$ cat src/rtl/flasher_pkg.sv
// Shared types, sizes and helpers for the bound-flasher sequencer.
package flasher_pkg;

  // LED bar width; the thermometer helper below is sized by it.
  localparam int unsigned WIDTH         = 16;
  localparam int unsigned NUM_SEG_DEF   = 8;
  localparam int unsigned CHECK_LVL_DEF = 6;

  // A level spans 0..WIDTH inclusive.
  localparam int unsigned LVL_W = $clog2(WIDTH + 1);

  typedef enum logic [1:0] {
    IDLE,
    UP,
    DOWN,
    FINISH
  } state_e;

  // One table entry: peak level, then trough level.
  typedef struct packed {
    logic [LVL_W-1:0] up;
    logic [LVL_W-1:0] down;
  } seg_t;

  // Levels above the bar width are stored as a full bar.
  function automatic logic [LVL_W-1:0] clamp_lvl(input logic [LVL_W-1:0] lvl);
    return (lvl > LVL_W'(WIDTH)) ? LVL_W'(WIDTH) : lvl;
  endfunction

  // Thermometer code: the lowest lvl LEDs lit, (1 << lvl) - 1.
  function automatic logic [WIDTH-1:0] therm(input logic [LVL_W-1:0] lvl);
    logic [WIDTH-1:0] ones;
    ones = '1;
    return ~(ones << lvl);
  endfunction

endpackage

$ cat src/rtl/flasher_seg_table.sv
// Segment table: NUM_SEG (up, down) level pairs, clamped on write,
// read combinationally by the running segment index.
module flasher_seg_table
  import flasher_pkg::*;
#(
  parameter  int unsigned NUM_SEG = NUM_SEG_DEF,
  localparam int unsigned IDX_W   = $clog2(NUM_SEG)
) (
  input  logic             clk,
  input  logic             reset,
  input  logic             wr_en_i,
  input  logic [IDX_W-1:0] wr_addr_i,
  input  logic [LVL_W-1:0] wr_up_i,
  input  logic [LVL_W-1:0] wr_down_i,
  input  logic [IDX_W-1:0] rd_idx_i,
  output logic [LVL_W-1:0] rd_up_o,
  output logic [LVL_W-1:0] rd_down_o
);

  seg_t table_q [NUM_SEG];

  // Table write port with level clamping.
  // NOTE: this is a handful of flops rather than a RAM macro, so it can and
  // must take the reset; a sequence started right after reset sees zeros.
  always_ff @(posedge clk) begin
    if (reset) begin
      table_q <= '{default: '0};
    end else if (wr_en_i) begin
      table_q[wr_addr_i] <= '{up: clamp_lvl(wr_up_i), down: clamp_lvl(wr_down_i)};
    end
  end

  assign rd_up_o   = table_q[rd_idx_i].up;
  assign rd_down_o = table_q[rd_idx_i].down;

endmodule

$ cat src/rtl/flasher_seq_ctrl.sv
// Bound-flasher sequencer: ramps a thermometer-coded LED bar up to each
// segment's peak and down to its trough, with flick restarts at checkpoints
// and a busy/done handshake toward the enclosing controller.
module flasher_seq_ctrl
  import flasher_pkg::*;
#(
  parameter  int unsigned NUM_SEG   = NUM_SEG_DEF,
  parameter  int unsigned CHECK_LVL = CHECK_LVL_DEF,
  localparam int unsigned IDX_W     = $clog2(NUM_SEG),
  localparam int unsigned CNT_W     = IDX_W + 1
) (
  input  logic             clk,
  input  logic             reset,
  input  logic             cfg_we,
  input  logic [IDX_W-1:0] cfg_addr,
  input  logic [LVL_W-1:0] cfg_up,
  input  logic [LVL_W-1:0] cfg_down,
  input  logic [CNT_W-1:0] seg_count,
  input  logic             start,
  input  logic             flick,
  output logic [WIDTH-1:0] LED,
  output logic             busy,
  output logic             done,
  output logic [IDX_W-1:0] seg_idx
);

  state_e           state_q, state_d;
  logic [LVL_W-1:0] lvl_q, lvl_d;
  logic [IDX_W-1:0] seg_idx_q, seg_idx_d;
  logic [CNT_W-1:0] count_q, count_d;
  logic [WIDTH-1:0] led_q, led_d;
  logic             busy_q, busy_d;
  logic             done_q, done_d;

  logic [LVL_W-1:0] cur_up, cur_down;
  logic [CNT_W-1:0] count_req;
  logic             go, accept, below_up, seg_done, last_seg, at_check;

  // The table only accepts writes while no sequence is running.
  flasher_seg_table #(.NUM_SEG(NUM_SEG)) u_table (
    .clk       (clk),
    .reset     (reset),
    .wr_en_i   (cfg_we && (state_q == IDLE)),
    .wr_addr_i (cfg_addr),
    .wr_up_i   (cfg_up),
    .wr_down_i (cfg_down),
    .rd_idx_i  (seg_idx_q),
    .rd_up_o   (cur_up),
    .rd_down_o (cur_down)
  );

  // A flick in IDLE behaves like start; requests beyond the table depth run the whole table.
  assign count_req = (seg_count > CNT_W'(NUM_SEG)) ? CNT_W'(NUM_SEG) : seg_count;
  assign go        = start | flick;
  assign accept    = go && (count_req != '0);
  assign below_up  = lvl_q < cur_up;
  // Trough test also catches lvl == 0, so the down ramp never underflows.
  assign seg_done  = lvl_q <= cur_down;
  assign last_seg  = (CNT_W'(seg_idx_q) == count_q - CNT_W'(1));
  assign at_check  = flick && ((lvl_q == '0) || (lvl_q == LVL_W'(CHECK_LVL)));

  // State register plus the datapath and output registers.
  // NOTE: every flop here uses <= so all of them sample pre-edge values;
  // a blocking = would let later lines see this edge's updates.
  always_ff @(posedge clk) begin
    if (reset) begin
      state_q   <= IDLE;
      lvl_q     <= '0;
      seg_idx_q <= '0;
      count_q   <= '0;
      led_q     <= '0;
      busy_q    <= 1'b0;
      done_q    <= 1'b0;
    end else begin
      state_q   <= state_d;
      lvl_q     <= lvl_d;
      seg_idx_q <= seg_idx_d;
      count_q   <= count_d;
      led_q     <= led_d;
      busy_q    <= busy_d;
      done_q    <= done_d;
    end
  end

  // Next-state decode; flick in DOWN at a checkpoint outranks segment completion.
  always_comb begin
    // NOTE: defaulting first means every path assigns state_d, so no latch.
    state_d = state_q;
    case (state_q)
      IDLE:    if (accept) state_d = UP;
      UP:      if (!below_up) state_d = DOWN;
      DOWN: begin
        if (at_check)      state_d = UP;
        else if (seg_done) state_d = last_seg ? FINISH : UP;
      end
      FINISH:  state_d = IDLE;
      default: state_d = IDLE;
    endcase
  end

  // Datapath and output next values; LED and busy follow the values being loaded.
  always_comb begin
    lvl_d     = lvl_q;
    seg_idx_d = seg_idx_q;
    count_d   = count_q;
    done_d    = 1'b0;
    case (state_q)
      IDLE: begin
        if (accept) begin
          count_d   = count_req;
          seg_idx_d = '0;
          lvl_d     = '0;
        end else if (go) begin
          done_d = 1'b1;
        end
      end
      UP: begin
        if (below_up) lvl_d = lvl_q + LVL_W'(1);
      end
      DOWN: begin
        if (!at_check) begin
          if (seg_done) begin
            if (last_seg) begin
              lvl_d     = '0;
              seg_idx_d = '0;
              done_d    = 1'b1;
            end else begin
              seg_idx_d = seg_idx_q + IDX_W'(1);
            end
          end else begin
            lvl_d = lvl_q - LVL_W'(1);
          end
        end
      end
      FINISH: begin
        lvl_d     = '0;
        seg_idx_d = '0;
      end
      default: begin
        lvl_d     = '0;
        seg_idx_d = '0;
      end
    endcase
    led_d  = therm(lvl_d);
    busy_d = (state_d == UP) || (state_d == DOWN);
  end

  assign LED     = led_q;
  assign busy    = busy_q;
  assign done    = done_q;
  assign seg_idx = seg_idx_q;

endmodule

$ cat config.mk
export PLATFORM = sky130hd
export DESIGN_NAME = flasher_seq_ctrl
export DESIGN_NICKNAME = d
export VERILOG_FILES = /design/src/rtl/flasher_pkg.sv /design/src/rtl/flasher_seg_table.sv /design/src/rtl/flasher_seq_ctrl.sv
export SDC_FILE = /design/constraint.sdc
export NUM_CORES = 1
export LEC_CHECK = 0
export BUFFER_PORTS_ARGS = -buffer_cell sky130_fd_sc_hd__buf_4
export CAP_MARGIN = 20
export CORE_MARGIN = 4
export CORE_UTILIZATION = 40
export DETAILED_ROUTE_END_ITERATION = 10
export PLACE_DENSITY = 0.6
export SLEW_MARGIN = 20
export SYNTH_ARGS = -nofsm -noshare
export SYNTH_HDL_FRONTEND = slang
export SYNTH_SLANG_ARGS = --single-unit
$ cat constraint.sdc
create_clock -name clk -period 12.94 [get_ports clk]
set_clock_uncertainty 0.2 [all_clocks]
set_input_delay 3.882 -clock clk [delete_from_list [all_inputs] [get_ports clk]]
set_output_delay 3.882 -clock clk [all_outputs]
set_load 0.1 [all_outputs]
==> summary.md, run 1 <==
| Metric | Value |
|---|---|
| Status | `complete, no violations` |
| CTS tree | `done` |
| Largest net degree at the start of global routing | `96` |
| Slew of the pin with the lowest slew margin | `0.971 ns` |
| DR vias | `4092` |
| PortBufs | `42` |
| Core Box Area | `12800 µm²` |
| Max Fanout on Critical Path | `4` |
| Int Pwr | `0.540 mW` |
| Asr flop ratio synth | `0%` |
| Post-synthesis sequential area ratio | `41.8%` |
| DRC | `0` |
| Final Util | `46.9%` |
| Final min period | `5.79 ns` |
| GPL Wtd Cong | `0.898` |
| Fmax | `173 MHz` |
| RSZ-0062 raised after global routing | `false` |
| Num CTS Buffers | `9` |
| Die W | `123 µm` |
| YS warnings | `0` |
| CP Class | `primary input to flop` |
| IR drop worst, VDD | `0.0000937 V` |
| Hold buffer count at CTS | `0` |
| Static leakage | `2.72 nW` |
| Crit end category | `flop` |
| Fin. max-slew vios | `0` |
| Post-synthesis net count | `585` |
| Pwr/cell area | `121 nW/µm²` |
| Netlist cell types | `56` |
| CP required | `12.93 ns` |
| Combinational Power Share | `12.0%` |
| Clock Latency Late Sink | `0.36 ns` |
| Startpoint types | `primary input` |
| Post-Syn Area | `5310 µm²` |
| Layout cell share with drive strength beyond 1 | `15.6%` |
| Area delta synth->final | `13.2%` |
| Initial antenna violation count | `0` |
| NumNets Final | `603` |
| CTS H-tree depth | `3` |
| Wire per inst | `17.1 µm` |
| Detailed Route WL | `12.7 mm` |
| GR Overflow Total | `0` |
| Multi-input logic area | `2890 µm²` |
| Cells after Synth | `549` |
| Antenna-violating nets left | `0` |
| Worst Hold Class | `flop to flop` |
| Drt first pass iters | `5` |
| Post-synth EDFFs | `0` |
| Number of global-route vias before repair | `4103` |
| Critical path arrival | `5.79 ns` |
| Post-CTS sizing | `0` |
| Starting density of the core | `41.4%` |
| Row count | `41` |
| Power Total | `0.729 mW` |
| CTS root buffer | `clkbuf_16` |
| Total track usage | `18.1%` |
| Clock power share | `39.2%` |
| Die area | `15200 µm²` |
| Final worst-path cycle share | `44.8%` |
| Number of diodes | `0` |
| Setup violations, final | `0` |
| Hold WS | `0.255 ns` |
| Slew Limit Headroom | `35.3%` |
| # Post-CTS Setup Buffers | `0` |
| Part of the power in registers | `48.8%` |
| Drt via density | `5.50` |
| P_sw | `0.189 mW` |
| Initial DRC count | `342` |
| Register area | `2220 µm²` |
| Post-route setup TNS | `0 ns` |
| Max-Cap Viols | `0` |
| Die height | `123 µm` |
| Syn avg cell area | `9.67 µm²` |
| CTS Buffer Depth | `2` |
| Filler cells | `1270` |
| Top FF cell, synth | `dfxtp_1` |
| Final HPWL DP | `8.53 mm` |
| I/O pin count | `43` |
| Fin. Hold Viols | `0` |
| Clk slew on worst S/H paths | `0.07 ns` |
| Clock sinks | `111` |
| First-pass GRT wire length | `21.2 mm` |
| Number of synthesized register bits | `111` |
| Switching share of power | `25.9%` |
-- through the flow --
stage / cell area [µm²] / setup slack, ns / std cells
2_1_floorplan: 5310 / 7.19 / 549
3_3_place_gp: 5710 / 6.94 / 728
3_5_place_dp: 5710 / 6.84 / 728
4_1_cts: 6010 / 7.22 / 744
5_1_grt: 6010 / 7.02 / 744
6_report: 6010 / 7.15 / 744
-- cell usage in the layout (no fill, tap or decap), types with 3 or more instances in the layout --
cell       synthesis  routed
a22oi_1            4       4
nand2_1           47      47
nand3_1            7       7
xor2_1             3       3
a211oi_1           3       3
a21oi_1           22      22
a221oi_1           3       3
o21ai_0           15      15
and2_1             3       3
mux4_2            19      19
ha_1              14      14
nor3_1             9       9
o211ai_1           3       3
buf_4              1      44
mux2i_1           81      81
and3_1             6       6
inv_1             12      12
nor2b_1           12      12
dfxtp_1          111     111
nand2b_1           4       4
a21o_1             3       3
nor4_1             5       5
clkbuf_16          0       9
nor2_1            88      88
-- sequential cells by signal, indices dropped and copies added, names as in the netlist --
name,count
count_q,4
state_q,2
done,1
u_table.table_q,80
busy,1
LED,15
seg_idx,3
lvl_q,5
-- cell families after synthesis --
kind of cell	Yosys count	share of synthesized area, %
xor gates and xnor gates	4	0.919
muxes	102	23.7
DFF	111	41.8
and+or+nand+nor	194	16.6
AOI/OAI and AO/OA	75	9.89
adders and majority gates	14	3.30
buffers and inverters	49	3.70
-- critical path: stages --
cell,delay (ns)
buf_4,0.09
nor4_1,0.05
or2_2,0.32
o2111ai_1,0.21
o31ai_1,0.12
or4_4,0.59
nor4_1,0.38
a21oi_1,0.14
-- synthesized netlist by cell type (all sizes together), types with 4 or more instances --
library cell | instances | area (µm²)
nor2b | 12 | 75.1
nand3 | 7 | 35.0
inv | 12 | 45.0
nand2 | 47 | 176
and3 | 6 | 37.5
nor4 | 5 | 31.3
a22oi | 4 | 30.0
ha | 14 | 175
mux2i | 81 | 811
nor3 | 9 | 45.0
nand2b | 5 | 38.8
o21ai | 16 | 91.3
clkbuf | 34 | 128
a21oi | 22 | 110
mux4 | 19 | 428
nor2 | 88 | 330
dfxtp | 111 | 2220
-- layer usage --
| metal | global-route usage [%] | share of wire, % | vias up |
|---|---|---|---|
| met5 | 0 | 0 | - |
| met4 | 5.19 | 1.8 | 0 |
| met3 | 4.67 | 5.2 | 25 |
| met2 | 30.2 | 48 | 111 |
| met1 | 23.2 | 45 | 1971 |
| li1 | - | - | 1985 |
-- power by group through the flow --
| stage | logic [mW] | clock network [mW] | registers, mW |
|---|---|---|---|
| after global placement | 0.0866 | 0 | 0.363 |
| after detailed placement | 0.0870 | 0 | 0.363 |
| after floorplan | 0.0537 | 0 | 0.374 |
| after global routing | 0.0953 | 0.309 | 0.356 |
| final | 0.0874 | 0.286 | 0.355 |
| after CTS | 0.0874 | 0.294 | 0.355 |
-- area by class of cell --
cell class	instances	area share, %
clock buffer	12	4.27
clock inverter	4	0.853
inverter	12	0.749
multi-input combinational	389	48.1
sequential	111	37.0
tap	172	3.58
timing repair buffer	44	5.49
-- worst paths after layout --
check / start / endpoint / slack (ns) / cells after the start
setup reg to reg: seg_idx[0] / LED[2] / 8.31 / 11
hold / removal: u_table.table_q[17] / u_table.table_q[17] / 0.25 / 2
setup / recovery: seg_count[3] / LED[2] / 7.15 / 8
hold reg to reg: u_table.table_q[17] / u_table.table_q[17] / 0.25 / 2
Power figures use the tool's default switching activity.
==> inputs of run 2 (changes only) <==
--- a/config.mk
+++ b/config.mk
@@ -5,6 +5,7 @@
 export SDC_FILE = /design/constraint.sdc
 export NUM_CORES = 1
 export LEC_CHECK = 0
+export ABC_AREA = 1
 export BUFFER_PORTS_ARGS = -buffer_cell sky130_fd_sc_hd__buf_4
 export CAP_MARGIN = 20
 export CORE_MARGIN = 4
==> constraint.sdc (replaced) <==
create_clock -name clk -period 5.93 [get_ports clk]
set_clock_uncertainty 0.2 [all_clocks]
set_input_delay 1.779 -clock clk [delete_from_list [all_inputs] [get_ports clk]]
set_output_delay 1.779 -clock clk [all_outputs]
set_load 0.1 [all_outputs]
==> run 2 against run 1 <==
Combinational power grew to 16 times the previous value. Power grew to 4.0 times the previous value. Sequential share of layout area shrank 0.49 points.
==> summary.md, run 2 <==
| Metric | Value |
|---|---|
| GPL Wtd Cong | `0.875` |
| Max-Cap Viols | `0` |
| Fin. max-slew vios | `0` |
| Number of flip-flops in the largest register | `80` |
| Area delta synth->final | `14.0%` |
| I/O pin count | `43` |
| CP required | `5.97 ns` |
| Cell taking the most area after synthesis | `dfxtp_1` |
| Hold WS | `0.256 ns` |
| Starting density of the core | `41.5%` |
| Initial antenna violation count | `0` |
| Final worst-path cycle share | `64.8%` |
| Die W | `124 µm` |
| Multi-input logic area | `2670 µm²` |
| Num CTS Buffers | `9` |
| Antenna-violating nets left | `0` |
| Crit end category | `flop` |
| CTS Buffer Depth | `2` |
| Combinational Power Share | `48.1%` |
| Clk slew on worst S/H paths | `0.08 ns` |
| Number of global-route vias before repair | `4786` |
| Die height | `124 µm` |
| Cells after Synth | `771` |
| Largest net degree at the start of global routing | `57` |
| Netlist cell types | `33` |
| Initial DRC count | `445` |
| YS warnings | `0` |
| Most common cell after layout, fill and taps aside | `nor2_1` |
| Post-CTS sizing | `0` |
| Post-Syn Area | `5350 µm²` |
| GR Overflow Total | `0` |
| Final HPWL DP | `9.84 mm` |
| Detailed Route WL | `14.4 mm` |
| Worst Hold Class | `flop to flop` |
| Post-synthesis net count | `807` |
| Most frequent cell after synthesis | `nor2_1` |
| Clock sinks | `111` |
| IR drop worst, VDD | `0.000212 V` |
| Slew Limit Headroom | `45.3%` |
| Post-synth EDFFs | `0` |
| Core Box Area | `12900 µm²` |
| Startpoint types | `flop` |
| Wire per inst | `14.8 µm` |
| Post-route cell area | `6090 µm²` |
| CTS tree | `done` |
| Hold buffer count at CTS | `0` |
| Largest Register | `u_table.table_q` |
| P_sw | `1.36 mW` |
| Final Util | `47.3%` |
| CTS root buffer | `clkbuf_16` |
| NumNets Final | `834` |
| CP Class | `flop to flop` |
| Int Pwr | `1.52 mW` |
| CTS H-tree depth | `3` |
| Post-synth top area share | `41.6%` |
| Switching share of power | `47.2%` |
| Post-route setup TNS | `0 ns` |
| Commonest cells post-synth | `nor2_1, dfxtp_1, nand2_1, o21ai_0, inv_1` |
| Fmax | `260 MHz` |
| RSZ-0062 raised after global routing | `false` |
| Main area contributors after synthesis | `dfxtp_1, nor2_1, o21ai_0` |
| Setup violations, final | `0` |
| Placement Cell Area | `5790 µm²` |
| Filler cells | `1300` |
| Total track usage | `19.8%` |
| First-pass GRT wire length | `23.9 mm` |
| Clock Latency Late Sink | `0.36 ns` |
| Critical path arrival | `3.88 ns` |
| Drt via density | `5.22` |
| Most frequent cells in the layout | `nor2_1, dfxtp_1, nand2_1` |
| Pre-CTS WS | `2.14 ns` |
| # Post-CTS Setup Buffers | `0` |
| DR vias | `5085` |
| Syn avg cell area | `6.93 µm²` |
| Status | `complete, no violations` |
| Layout cell share with drive strength beyond 1 | `11.0%` |
| Part of the power in registers | `30.6%` |
| Pwr/cell area | `473 nW/µm²` |
| Die area | `15300 µm²` |
| Number of diodes | `0` |
| Register area | `2220 µm²` |
| Clock power share | `21.2%` |
| Post-synthesis sequential area ratio | `41.6%` |
| PortBufs | `42` |
| Max Fanout on Critical Path | `45` |
| Static leakage | `2.66 nW` |
| Row count | `41` |
| Final min period | `3.84 ns` |
| DRC | `0` |
| Fin. Hold Viols | `0` |
| Number of synthesized register bits | `111` |
| Slew of the pin with the lowest slew margin | `0.819 ns` |
| Top FF cell, synth | `dfxtp_1` |
| Final worst setup slack | `2.09 ns` |
| Asr flop ratio synth | `0%` |
| Drt first pass iters | `5` |
run 2: cell types whose count changed after synthesis, moves of 7 or more:
| cell | change |
|---|---|
| a211oi_1 | +16 |
| nand2_1 | +64 |
| a21oi_1 | +32 |
| nor2b_1 | -12 |
| mux4_2 | -19 |
| nand3_1 | +27 |
| o21ai_0 | +88 |
| inv_1 | +63 |
| o22ai_1 | +7 |
| mux2i_1 | -81 |
| nor2_1 | +71 |
run 2: cell type report:
| class | count | area share, % |
|---|---|---|
| sequential | 111 | 36.5 |
| clock buffer | 10 | 3.92 |
| multi-input combinational | 546 | 43.8 |
| clock inverter | 6 | 1.03 |
| tap | 172 | 3.53 |
| timing repair buffer | 52 | 6.41 |
| inverter | 78 | 4.85 |
run 2: final timing paths:
check / from / end / slack [ns] / depth (start not counted)
min: u_table.table_q[65] / u_table.table_q[65] / 0.26 / 2
max reg2reg: seg_idx[0] / seg_idx[2] / 2.09 / 16
max: seg_idx[0] / seg_idx[2] / 2.09 / 16
min reg2reg: u_table.table_q[65] / u_table.table_q[65] / 0.26 / 2
run 2: worst max-delay path: stages, from the launching register on:
cell and delay [ns]:
dfxtp_1 0.32, buf_4 0.42, inv_4 0.29, o21ai_0 0.24, o22ai_1 0.14, o21ai_0 0.29
ha_1 0.30, nand2_1 0.08, nor2_1 0.06, nand2_1 0.05, nand3_1 0.15, nand2_1 0.19
a21oi_1 0.08, nor3_1 0.49, nand2_1 0.14, o21ai_0 0.20, a21oi_1 0.06
run 2: per-layer routing:
metal	up-vias	GRT usage, %	part of all wire (%)
met2	123	33.9	47
met5	-	0	0
met3	22	4.36	4.8
met4	0	5.19	1.5
met1	2369	25.2	47
li1	2571	-	-
run 2: cells by family after synthesis:
kind of cell / synth area share, %
simple gates: 25.1
compound gates: 20.6
buf+inv: 8.52
flops: 41.6
fa+ha+maj: 3.28
xor+xnor: 0.983
run 2: per-stage QoR:
stage | std cells | power [mW]
after floorplan | 771 | 1.98
after global placement | 959 | 2.26
after detailed placement | 959 | 2.28
after CTS | 975 | 2.90
after global routing | 975 | 3.12
final | 975 | 2.88
run 2: power by group through the flow:
stage / sequential (mW) / clock (mW) / combinational, mW
after floorplan: 1.09 / 0 / 0.886
after global placement: 0.896 / 0 / 1.36
after detailed placement: 0.900 / 0 / 1.38
after CTS: 0.883 / 0.626 / 1.39
after global routing: 0.893 / 0.654 / 1.58
final: 0.883 / 0.611 / 1.39
